==> src/rtl/vram_cpu_port_sched.sv <==
// ---------------------------------------------------------------------------
// vram_cpu_port_sched
//
// Queues Z80-side VRAM port traffic (data writes, address sets, read
// prefetches) and hands it to the VRAM access arbiter in strict program
// order. Only one arbiter transaction is outstanding at a time, so the
// arbiter can never reorder CPU accesses. This block also owns the
// read-ahead data latch that the CPU reads from.
//
// Ports
//   CLK21M, RESET                 system clock, synchronous active-high reset
//   cpu_wr_strobe / cpu_wr_data   write a byte at the current VRAM pointer
//   cpu_addr_strobe / cpu_addr    load the VRAM pointer
//   cpu_addr_read                 with cpu_addr_strobe: read-mode set, prefetch
//   cpu_rd_strobe                 CPU consumed cpu_rd_data, prefetch next byte
//   cpu_rd_data                   read-ahead latch
//   cpu_wait                      queue full or prefetch outstanding
//   cpu_err                       sticky: a strobe was dropped
//   VDPVRAMWRREQ/ACK              write channel toggle handshake
//   VDPVRAMACCESSDATA             write data to the arbiter
//   VDPVRAMRDREQ/ACK              read channel toggle handshake
//   VDPVRAMADDRSETREQ/ACK         address-set channel toggle handshake
//   VDPVRAMACCESSADDRTMP          address to the arbiter
//   vram_rd_valid / vram_rd_data  read byte returned by memory
// ---------------------------------------------------------------------------
module vram_cpu_port_sched #(
   parameter int FIFO_DEPTH = 4
) (
   input  logic        CLK21M,
   input  logic        RESET,
   input  logic        cpu_wr_strobe,
   input  logic [7:0]  cpu_wr_data,
   input  logic        cpu_addr_strobe,
   input  logic [17:0] cpu_addr,
   input  logic        cpu_addr_read,
   input  logic        cpu_rd_strobe,
   output logic [7:0]  cpu_rd_data,
   output logic        cpu_wait,
   output logic        cpu_err,
   output logic        VDPVRAMWRREQ,
   input  logic        VDPVRAMWRACK,
   output logic [7:0]  VDPVRAMACCESSDATA,
   output logic        VDPVRAMRDREQ,
   input  logic        VDPVRAMRDACK,
   output logic        VDPVRAMADDRSETREQ,
   input  logic        VDPVRAMADDRSETACK,
   output logic [17:0] VDPVRAMACCESSADDRTMP,
   input  logic        vram_rd_valid,
   input  logic [7:0]  vram_rd_data
);

   localparam int AW = $clog2(FIFO_DEPTH);

   typedef enum logic [1:0] {
      CMD_WR   = 2'd0,
      CMD_ASET = 2'd1,
      CMD_RD   = 2'd2
   } cmd_t;

   typedef struct packed {
      cmd_t        kind;
      logic        rd_flag;
      logic [17:0] payload;
   } entry_t;

   typedef enum logic [1:0] {
      ST_IDLE      = 2'd0,
      ST_WAIT_ACK  = 2'd1,
      ST_WAIT_DATA = 2'd2
   } state_t;

   state_t      state, state_nxt;

   entry_t      fifo_mem [FIFO_DEPTH];
   logic [AW:0] wr_ptr, rd_ptr;
   logic        fifo_full, fifo_empty;
   entry_t      head;
   logic        head_is_read;

   entry_t      push_entry;
   logic        strobe_any, collision, push, push_is_read;
   logic        pop, pop_is_read, rd_land;
   logic        acks_idle;

   // Reads waiting in the queue (RD entries and read-mode ASET entries).
   logic [AW:0] rd_cnt;
   logic        inflight_rd;
   logic        rd_ready;

   // Pointers carry one extra wrap bit so full and empty are distinguishable.
   assign fifo_empty   = (wr_ptr == rd_ptr);
   assign fifo_full    = (wr_ptr[AW] != rd_ptr[AW]) &&
                         (wr_ptr[AW-1:0] == rd_ptr[AW-1:0]);
   assign head         = fifo_mem[rd_ptr[AW-1:0]];
   assign head_is_read = (head.kind == CMD_RD) ||
                         ((head.kind == CMD_ASET) && head.rd_flag);

   assign acks_idle = (VDPVRAMWRREQ == VDPVRAMWRACK) &&
                      (VDPVRAMRDREQ == VDPVRAMRDACK) &&
                      (VDPVRAMADDRSETREQ == VDPVRAMADDRSETACK);

   assign cpu_wait = fifo_full | (!rd_ready & ((rd_cnt != '0) | inflight_rd));

   // ---------------------------------------------------------------------
   // Strobe selection: addr > wr > rd. Fullness is judged before any pop in
   // the same cycle, so a strobe arriving while full is always dropped.
   // ---------------------------------------------------------------------
   always_comb begin
      // NOTE: every combinational output gets a default first so no path
      // leaves it unassigned and no latch is inferred.
      push_entry = '0;
      strobe_any = cpu_addr_strobe | cpu_wr_strobe | cpu_rd_strobe;
      collision  = (cpu_addr_strobe & cpu_wr_strobe) |
                   (cpu_addr_strobe & cpu_rd_strobe) |
                   (cpu_wr_strobe & cpu_rd_strobe);
      if (cpu_addr_strobe) begin
         push_entry.kind    = CMD_ASET;
         push_entry.rd_flag = cpu_addr_read;
         push_entry.payload = cpu_addr;
      end else if (cpu_wr_strobe) begin
         push_entry.kind    = CMD_WR;
         push_entry.payload = {10'd0, cpu_wr_data};
      end else begin
         push_entry.kind    = CMD_RD;
      end
   end

   assign push         = strobe_any & !fifo_full;
   assign push_is_read = push & ((push_entry.kind == CMD_RD) ||
                                 ((push_entry.kind == CMD_ASET) && push_entry.rd_flag));
   assign pop_is_read  = pop & head_is_read;

   // ---------------------------------------------------------------------
   // Issue FSM
   // ---------------------------------------------------------------------
   always_ff @(posedge CLK21M) begin
      // NOTE: sequential state is updated with non-blocking assignments so
      // every register sees the pre-edge value of every other register.
      if (RESET) state <= ST_IDLE;
      else       state <= state_nxt;
   end

   always_comb begin
      state_nxt = state;
      pop       = 1'b0;
      rd_land   = 1'b0;
      case (state)
         ST_IDLE: begin
            if (!fifo_empty) begin
               pop       = 1'b1;
               state_nxt = ST_WAIT_ACK;
            end
         end
         ST_WAIT_ACK: begin
            if (acks_idle) state_nxt = inflight_rd ? ST_WAIT_DATA : ST_IDLE;
         end
         ST_WAIT_DATA: begin
            if (vram_rd_valid) begin
               rd_land   = 1'b1;
               state_nxt = ST_IDLE;
            end
         end
         default: state_nxt = ST_IDLE;
      endcase
   end

   // NOTE: the queue storage carries no reset; only the pointers decide
   // which entries are live, so stale contents are never observed.
   always_ff @(posedge CLK21M) begin
      if (push) fifo_mem[wr_ptr[AW-1:0]] <= push_entry;
   end

   always_ff @(posedge CLK21M) begin
      if (RESET) begin
         wr_ptr               <= '0;
         rd_ptr               <= '0;
         rd_cnt               <= '0;
         inflight_rd          <= 1'b0;
         rd_ready             <= 1'b0;
         cpu_rd_data          <= 8'h00;
         cpu_err              <= 1'b0;
         VDPVRAMWRREQ         <= 1'b0;
         VDPVRAMRDREQ         <= 1'b0;
         VDPVRAMADDRSETREQ    <= 1'b0;
         VDPVRAMACCESSDATA    <= 8'h00;
         VDPVRAMACCESSADDRTMP <= 18'h0;
      end else begin
         if (push) wr_ptr <= wr_ptr + 1'b1;

         if (pop) begin
            rd_ptr      <= rd_ptr + 1'b1;
            inflight_rd <= head_is_read;
            case (head.kind)
               CMD_WR: begin
                  VDPVRAMACCESSDATA <= head.payload[7:0];
                  VDPVRAMWRREQ      <= ~VDPVRAMWRREQ;
               end
               CMD_ASET: begin
                  VDPVRAMACCESSADDRTMP <= head.payload;
                  VDPVRAMADDRSETREQ    <= ~VDPVRAMADDRSETREQ;
                  // A read-mode set is consumed by the arbiter inside its
                  // read slot, so both requests go out together.
                  if (head.rd_flag) VDPVRAMRDREQ <= ~VDPVRAMRDREQ;
               end
               CMD_RD: begin
                  VDPVRAMRDREQ <= ~VDPVRAMRDREQ;
               end
               default: ;
            endcase
         end

         if (rd_land) begin
            cpu_rd_data <= vram_rd_data;
            rd_ready    <= 1'b1;
            inflight_rd <= 1'b0;
         end

         // A newly queued read invalidates the latch even if an older read
         // lands in the same cycle.
         if (push_is_read) rd_ready <= 1'b0;

         if (collision | (strobe_any & fifo_full)) cpu_err <= 1'b1;

         rd_cnt <= rd_cnt + (AW+1)'(push_is_read) - (AW+1)'(pop_is_read);
      end
   end

endmodule

==> config.mk <==
export PLATFORM = sky130hd
export DESIGN_NAME = vram_cpu_port_sched
export DESIGN_NICKNAME = d
export VERILOG_FILES = /design/src/rtl/vram_cpu_port_sched.sv
export SDC_FILE = /design/constraint.sdc
export NUM_CORES = 1
export LEC_CHECK = 0
export CAP_MARGIN = 20
export CORE_ASPECT_RATIO = 1.25
export CORE_MARGIN = 1
export CORE_UTILIZATION = 50
export CTS_BUF_LIST = sky130_fd_sc_hd__clkbuf_2 sky130_fd_sc_hd__clkbuf_4 sky130_fd_sc_hd__clkbuf_8
export DETAILED_ROUTE_END_ITERATION = 8
export HOLD_SLACK_MARGIN = 0.15
export PLACE_DENSITY = 0.81
export SLEW_MARGIN = 20
export SYNTH_ARGS = -nofsm -noshare
export SYNTH_HDL_FRONTEND = slang
export SYNTH_SLANG_ARGS = --single-unit
==> constraint.sdc <==
create_clock -name CLK21M -period 6.3 [get_ports CLK21M]
set_clock_uncertainty 0.05 [all_clocks]
set_input_delay 1.575 -clock CLK21M [delete_from_list [all_inputs] [get_ports CLK21M]]
set_output_delay 1.575 -clock CLK21M [all_outputs]
set_load 0.05 [all_outputs]
==> qor.txt, run 1 <==
Outcome - finished, final reports clean
Main synth FF type - edfxtp_1
Syn nets - 440
GRT overflow - 0
Unrepaired setup endpoints after global routing - false
Most instantiated library cell after synthesis - edfxtp_1
CTS Root Cell - clkbuf_8
First drt pass iteration count - 5
Core Area - 10600 sq um
Leak pwr - 0.00236 uW
Warnings, synthesis - 0
Cell area after layout - 6770 sq um
Vias/cell - 5.61
Post-synthesis sequential area ratio - 65.7%
Hold-fix buffers, CTS - 0
Max Cap Viol - 0
Residual DRC - 0
Post-CTS setup buffers - 0
Fin util - 63.8%
Tot Pwr - 3070 uW
Die ar. - 11300 sq um
Synth cell types - 38
Synth area leader - edfxtp_1
# diodes - 0
Final TNS setup - 0 ns
Detail Placement HPWL - 6.87 mm
Fin worst setup slack - 2.17 ns
Synthesized area per cell - 14.1 sq um
Layout cell share with drive strength beyond 1 - 13.1%
Layout overhead on the synthesized area - 24.0%
H-tree levels - 4
Slew margin rel. - 26.7%
Final wirelength - 10.6 mm
EDFF count, synth - 84
Row count - 42
Slew Limit Fails - 0
CP Launch Type - flop
Via Count - 3431
Worst Path Max Fanout - 7
Initial antenna violation count - 0
Fin nets - 519
Vias in the first global route - 3445
Largest net degree at the start of global routing - 54
Final Hold Fails - 0
Final GP Congestion - 0.754
Drt wl/cell - 17.3 um
Synth area leaders - edfxtp_1 (46%), dfxtp_1 (19%), mux4_2 (8.7%)
First-pass GRT wire length - 16.9 mm
CTS max path bufs - 2
Clock transition at path regs - 0.08 ns
Worst Tran Pin Value - 1.10 ns
Cells after synthesis - 388
GRT Util Overall - 20.6%
Die width - 95.4 um
CP endpoint kind - primary output
WP data arrival - 2.51 ns
Clk sink count - 137
Initial core utilization - 51.4%
Number of fill cells - 785
CTS buffer count - 17
CTS tree - done
Final Critical Period - 4.13 ns
Final setup viols - 0
Place WS - 1.84 ns
Hold crit path type - flop to flop
Die Height - 119 um
Area after DPL - 6350 sq um
Max Fclk - 242 MHz
Worst IR Drop VDD - 0.000155 V
ANT nets after route - 0
Synth Cell Area - 5460 sq um
Critical path required time - 4.68 ns
I/O pin cnt - 83
Drt first-iter violations - 199
Asr flop ratio synth - 0%
Pwr dens - 453 nW/um^2
Yosys reg bits - 137
Worst-Skew Late Latency - 0.44 ns
Quantity of I/O buffers inserted on ports - 82
Synth top cells by count - edfxtp_1 (84), dfxtp_1 (53), a21oi_1 (32)
Post-CTS Resized - 0
Multi-input logic area - 1730 sq um
Tcrit/Tclk final - 65.6%
Kind of critical path - flop to primary output
FF+latch area - 3580 sq um
Share of the synthesized area in the top cell type - 46.2%
[registers in the layout, summed over array words and instances, names as in the netlist, named ones only]
signal	flops
rd_ptr	3
VDPVRAMADDRSETREQ	1
rd_ready	1
inflight_rd	1
state	2
wr_ptr	3
VDPVRAMWRREQ	1
cpu_err	1
VDPVRAMRDREQ	1
VDPVRAMACCESSADDRTMP	18
rd_cnt	3
fifo_mem	84
VDPVRAMACCESSDATA	8
cpu_rd_data	8
[cell families after synthesis]
logic type	synth area share [%]
and+or+nand+nor	7.50
xor gates and xnor gates	2.09
adders and majority gates	2.15
DFF	65.7
buffers and inverters	2.57
muxes	11.3
AOI/OAI and AO/OA	8.76
[power breakdown]
part / switching, uW / internal [uW]
sequential: 115 / 1150
combinational: 654 / 414
clock: 340 / 392
total: 1110 / 1960
[worst max-delay path: stages (launching register included)]
cell             delay, ns
dfxtp_1               0.40
xnor2_1               0.21
nor3_1                0.42
o21bai_1              0.20
clkdlybuf4s50_1       0.83
[metal layers]
metal / track usage [%] / vias up / wire length [um]
met4: 13.0 / 0 / 410
met5: 0 / - / 0
met2: 33.3 / 135 / 5310
met3: 5.94 / 30 / 610
met1: 23.7 / 1652 / 4280
li1: - / 1614 / -
[path summary, 6_finish.rpt]
| check | slack [ns] | from | cells past startpoint | endpoint |
|---|---|---|---|---|
| worst max-delay path | 2.17 | wr_ptr[2]$_SDFFE_PP0P_ | 4 | cpu_wait |
| worst min-delay path | 0.41 | cpu_err$_SDFFE_PP0P_ | 2 | cpu_err$_SDFFE_PP0P_ |
| worst max register to register | 2.73 | flop | 10 | rd_cnt[2]$_SDFF_PP0_ |
| worst min register to register | 0.41 | cpu_err$_SDFFE_PP0P_ | 2 | cpu_err$_SDFFE_PP0P_ |
[layout by cell type (no fill, tap or decap), types with 3 or more instances in the layout]
master,count
ha_1,7
xnor2_1,8
a21oi_1,32
nand3_1,27
nor2_1,21
xor2_1,5
inv_1,9
mux4_2,21
clkinvlp_4,3
a22o_1,8
dfxtp_1,53
o21ai_0,30
clkbuf_8,17
nor2b_1,4
clkinv_2,4
clkdlybuf4s50_1,81
or3_1,4
clkinv_4,3
nor3_1,3
and2_1,15
edfxtp_1,84
mux2i_1,12
bufinv_16,3
[through the flow]
step | hold slack, ns | instances
after floorplan | 0.411 | 388
after global placement | 0.391 | 579
after detailed placement | 0.400 | 579
after CTS | 0.410 | 611
after global routing | 0.441 | 612
final | 0.414 | 612
[final cells by class]
cell class | instances | share of cell area [%]
Inverter | 9 | 0.499
Multi-Input combinational cell | 217 | 25.6
Timing Repair Buffer | 85 | 12.4
Tap cell | 132 | 2.44
Clock inverter | 15 | 2.61
Sequential cell | 137 | 52.9
Clock buffer | 17 | 3.46
Note: power is estimated with default switching activity, not from simulation.
==> run 2, diff against run 1 <==
Clock period 6.3 ns to 4 ns, I/O delays scaled along.
==> run 2 against run 1 <==
Effect of this change:
- first-iteration DRC count is 20% higher
- worst setup slack worse by 1.6 ns
- hold slack worse by 0.0049 ns
- clock power is 64% higher
- flip-flop and latch count stayed put
- die area stayed put
- routed wire length is 0.47% lower
==> qor.txt, run 2 (synthesis results as in run 1) <==
Outcome - finished, final reports clean
Worst hold stages - 2 (unchanged)
Worst-Skew Late Latency - 0.43 ns (about the same)
Post-CTS Resized - 0 (unchanged)
Path depth of the worst reg2reg path - 10 (unchanged)
Reg-to-Reg End - rd_cnt[2]$_SDFF_PP0_
Vias in the first global route - 3393 (-1.5%)
Hold path startpoint - cpu_err$_SDFFE_PP0P_
Hold-fix buffers, CTS - 0 (unchanged)
CP Launch Type - flop
Max Cap Viol - 0 (unchanged)
Final TNS setup - 0 ns (unchanged)
Max Fclk - 291 MHz
Residual DRC - 0 (unchanged)
Worst path max stage delay - 0.82 ns (about the same)
Flop2flop setup slack - 0.90 ns (-1.83 ns)
Final setup viols - 0 (unchanged)
CTS max path bufs - 2 (unchanged)
Final Critical Period - 3.43 ns
Core Area - 10600 sq um (unchanged)
Worst Path Max Fanout - 7 (unchanged)
Fin nets - 522 (+0.58%)
Commonest non-fill, non-tap cell in the layout - edfxtp_1
Clk sink count - 137 (unchanged)
CP startpoint - wr_ptr[2]$_SDFFE_PP0P_
First drt pass iteration count - 4 (-1)
Initial core utilization - 51.4% (unchanged)
CTS Root Cell - clkbuf_8
Slowest-stage cell, CP - clkdlybuf4s50_1
Worst IR Drop VDD - 0.000282 V (+82%)
Critical path required time - 2.95 ns (-1.73 ns)
Clock transition at path regs - 0.07 ns (about the same)
Pwr dens - 718 nW/um^2 (+59%)
End of the worst hold path - cpu_err$_SDFFE_PP0P_
Row count - 42 (unchanged)
Final Hold Fails - 0 (unchanged)
CP cell instances - xnor2_1 -> nor3_1 -> o21bai_1 -> clkdlybuf4s50_1
CP endpoint kind - primary output
Initial antenna violation count - 0 (unchanged)
Max reg flops - 84 (unchanged)
Post-CTS setup buffers - 0 (unchanged)
Hold crit path type - flop to flop
Tcrit/Tclk final - 85.9%
Slew margin rel. - 29.4% (+2.6 points)
Vias/cell - 5.55 (-0.95%)
GRT Util Overall - 20.0% (-0.58 points)
CP top delay family - buffers and inverters
CTS tree - done
Number of fill cells - 755 (-3.8%)
Kind of critical path - flop to primary output
Quantity of I/O buffers inserted on ports - 82 (unchanged)
Drt first-iter violations - 238 (+20%)
CTS buffer count - 17 (unchanged)
Layout cell share with drive strength beyond 1 - 13.3% (+0.13 points)
Leak pwr - 0.00240 uW (+1.4%)
Via Count - 3415 (-0.47%)
Slew Limit Fails - 0 (unchanged)
WP data arrival - 2.38 ns (-0.13 ns)
ANT nets after route - 0 (unchanged)
Die ar. - 11300 sq um (unchanged)
Final wirelength - 10.6 mm (-0.47%)
Final GP Congestion - 0.777 (+3.0%)
Fin worst setup slack - 0.565 ns (-1.60 ns)
I/O pin cnt - 83 (unchanged)
CP bufs+invs - 1 (unchanged)
Worst Tran Pin Value - 1.06 ns (-0.0380 ns)
Commonest cells after routing, fill and taps aside - edfxtp_1 (84), clkdlybuf4s50_1 (81), dfxtp_1 (53)
GRT overflow - 0 (unchanged)
H-tree levels - 4 (unchanged)
# diodes - 0 (unchanged)
Place WS - 0.717 ns (-1.12 ns)
Largest net degree at the start of global routing - 54 (unchanged)
Layout overhead on the synthesized area - 24.9%
Die Height - 119 um (unchanged)
First-pass GRT wire length - 16.7 mm (-1.5%)
Unrepaired setup endpoints after global routing - false
Drt wl/cell - 17.2 um (-0.96%)
Die width - 95.4 um (unchanged)
Detail Placement HPWL - 7.00 mm (+1.9%)
run 2: area by class of cell:
class	instances	area [sq um]	share of cell area [%]
clock buffer	19	255	3.74
clock inverter	13	176	2.59
inverter	9	33.8	0.496
multi-input combinational	217	1730	25.4
sequential	137	3580	52.6
tap	132	165	2.42
timing repair buffer	88	868	12.7
run 2: how the worst max path moves through the flow:
stage,end,cells after the start
after global placement,fifo_mem[1][9]$_DFFE_PP_,4
after floorplan,rd_cnt[2]$_SDFF_PP0_,10
after detailed placement,fifo_mem[1][11]$_DFFE_PP_,4
after global routing,cpu_wait,4
after CTS,cpu_wait,4
final,cpu_wait,4
run 2: metal layers:
layer	wire length, um	track usage, %	up-vias	part of all wire [%]
met5	0	0	-	0
met4	230	10.3	0	2.2
met3	573	5.62	23	5.4
met2	5310	31.3	126	50
met1	4440	25.2	1649	42
li1	-	-	1617	-
run 2: power breakdown:
group | switching [uW] | internal (uW) | leakage, uW
logic | 1090 | 658 | 0.000947
clock network | 497 | 698 | 0.000218
registers | 137 | 1810 | 0.00123
total | 1730 | 3170 | 0.00240
run 2: stage by stage:
step	cells	total power [uW]	utilization (%)	hold WS (ns)	area, sq um
floorplan	388	3210	-	0.411	5460
global placement	582	3630	60.0	0.388	6370
detailed placement	582	3710	60.0	0.399	6370
CTS	614	4910	64.1	0.408	6800
global route	615	5140	64.2	0.445	6820
finish	615	4890	64.2	0.409	6820
run 2: tightest hold or removal path, cell delays in order (launching register included):
cell     delay [ns]
dfxtp_1        0.32
inv_1          0.05
a21oi_1        0.05
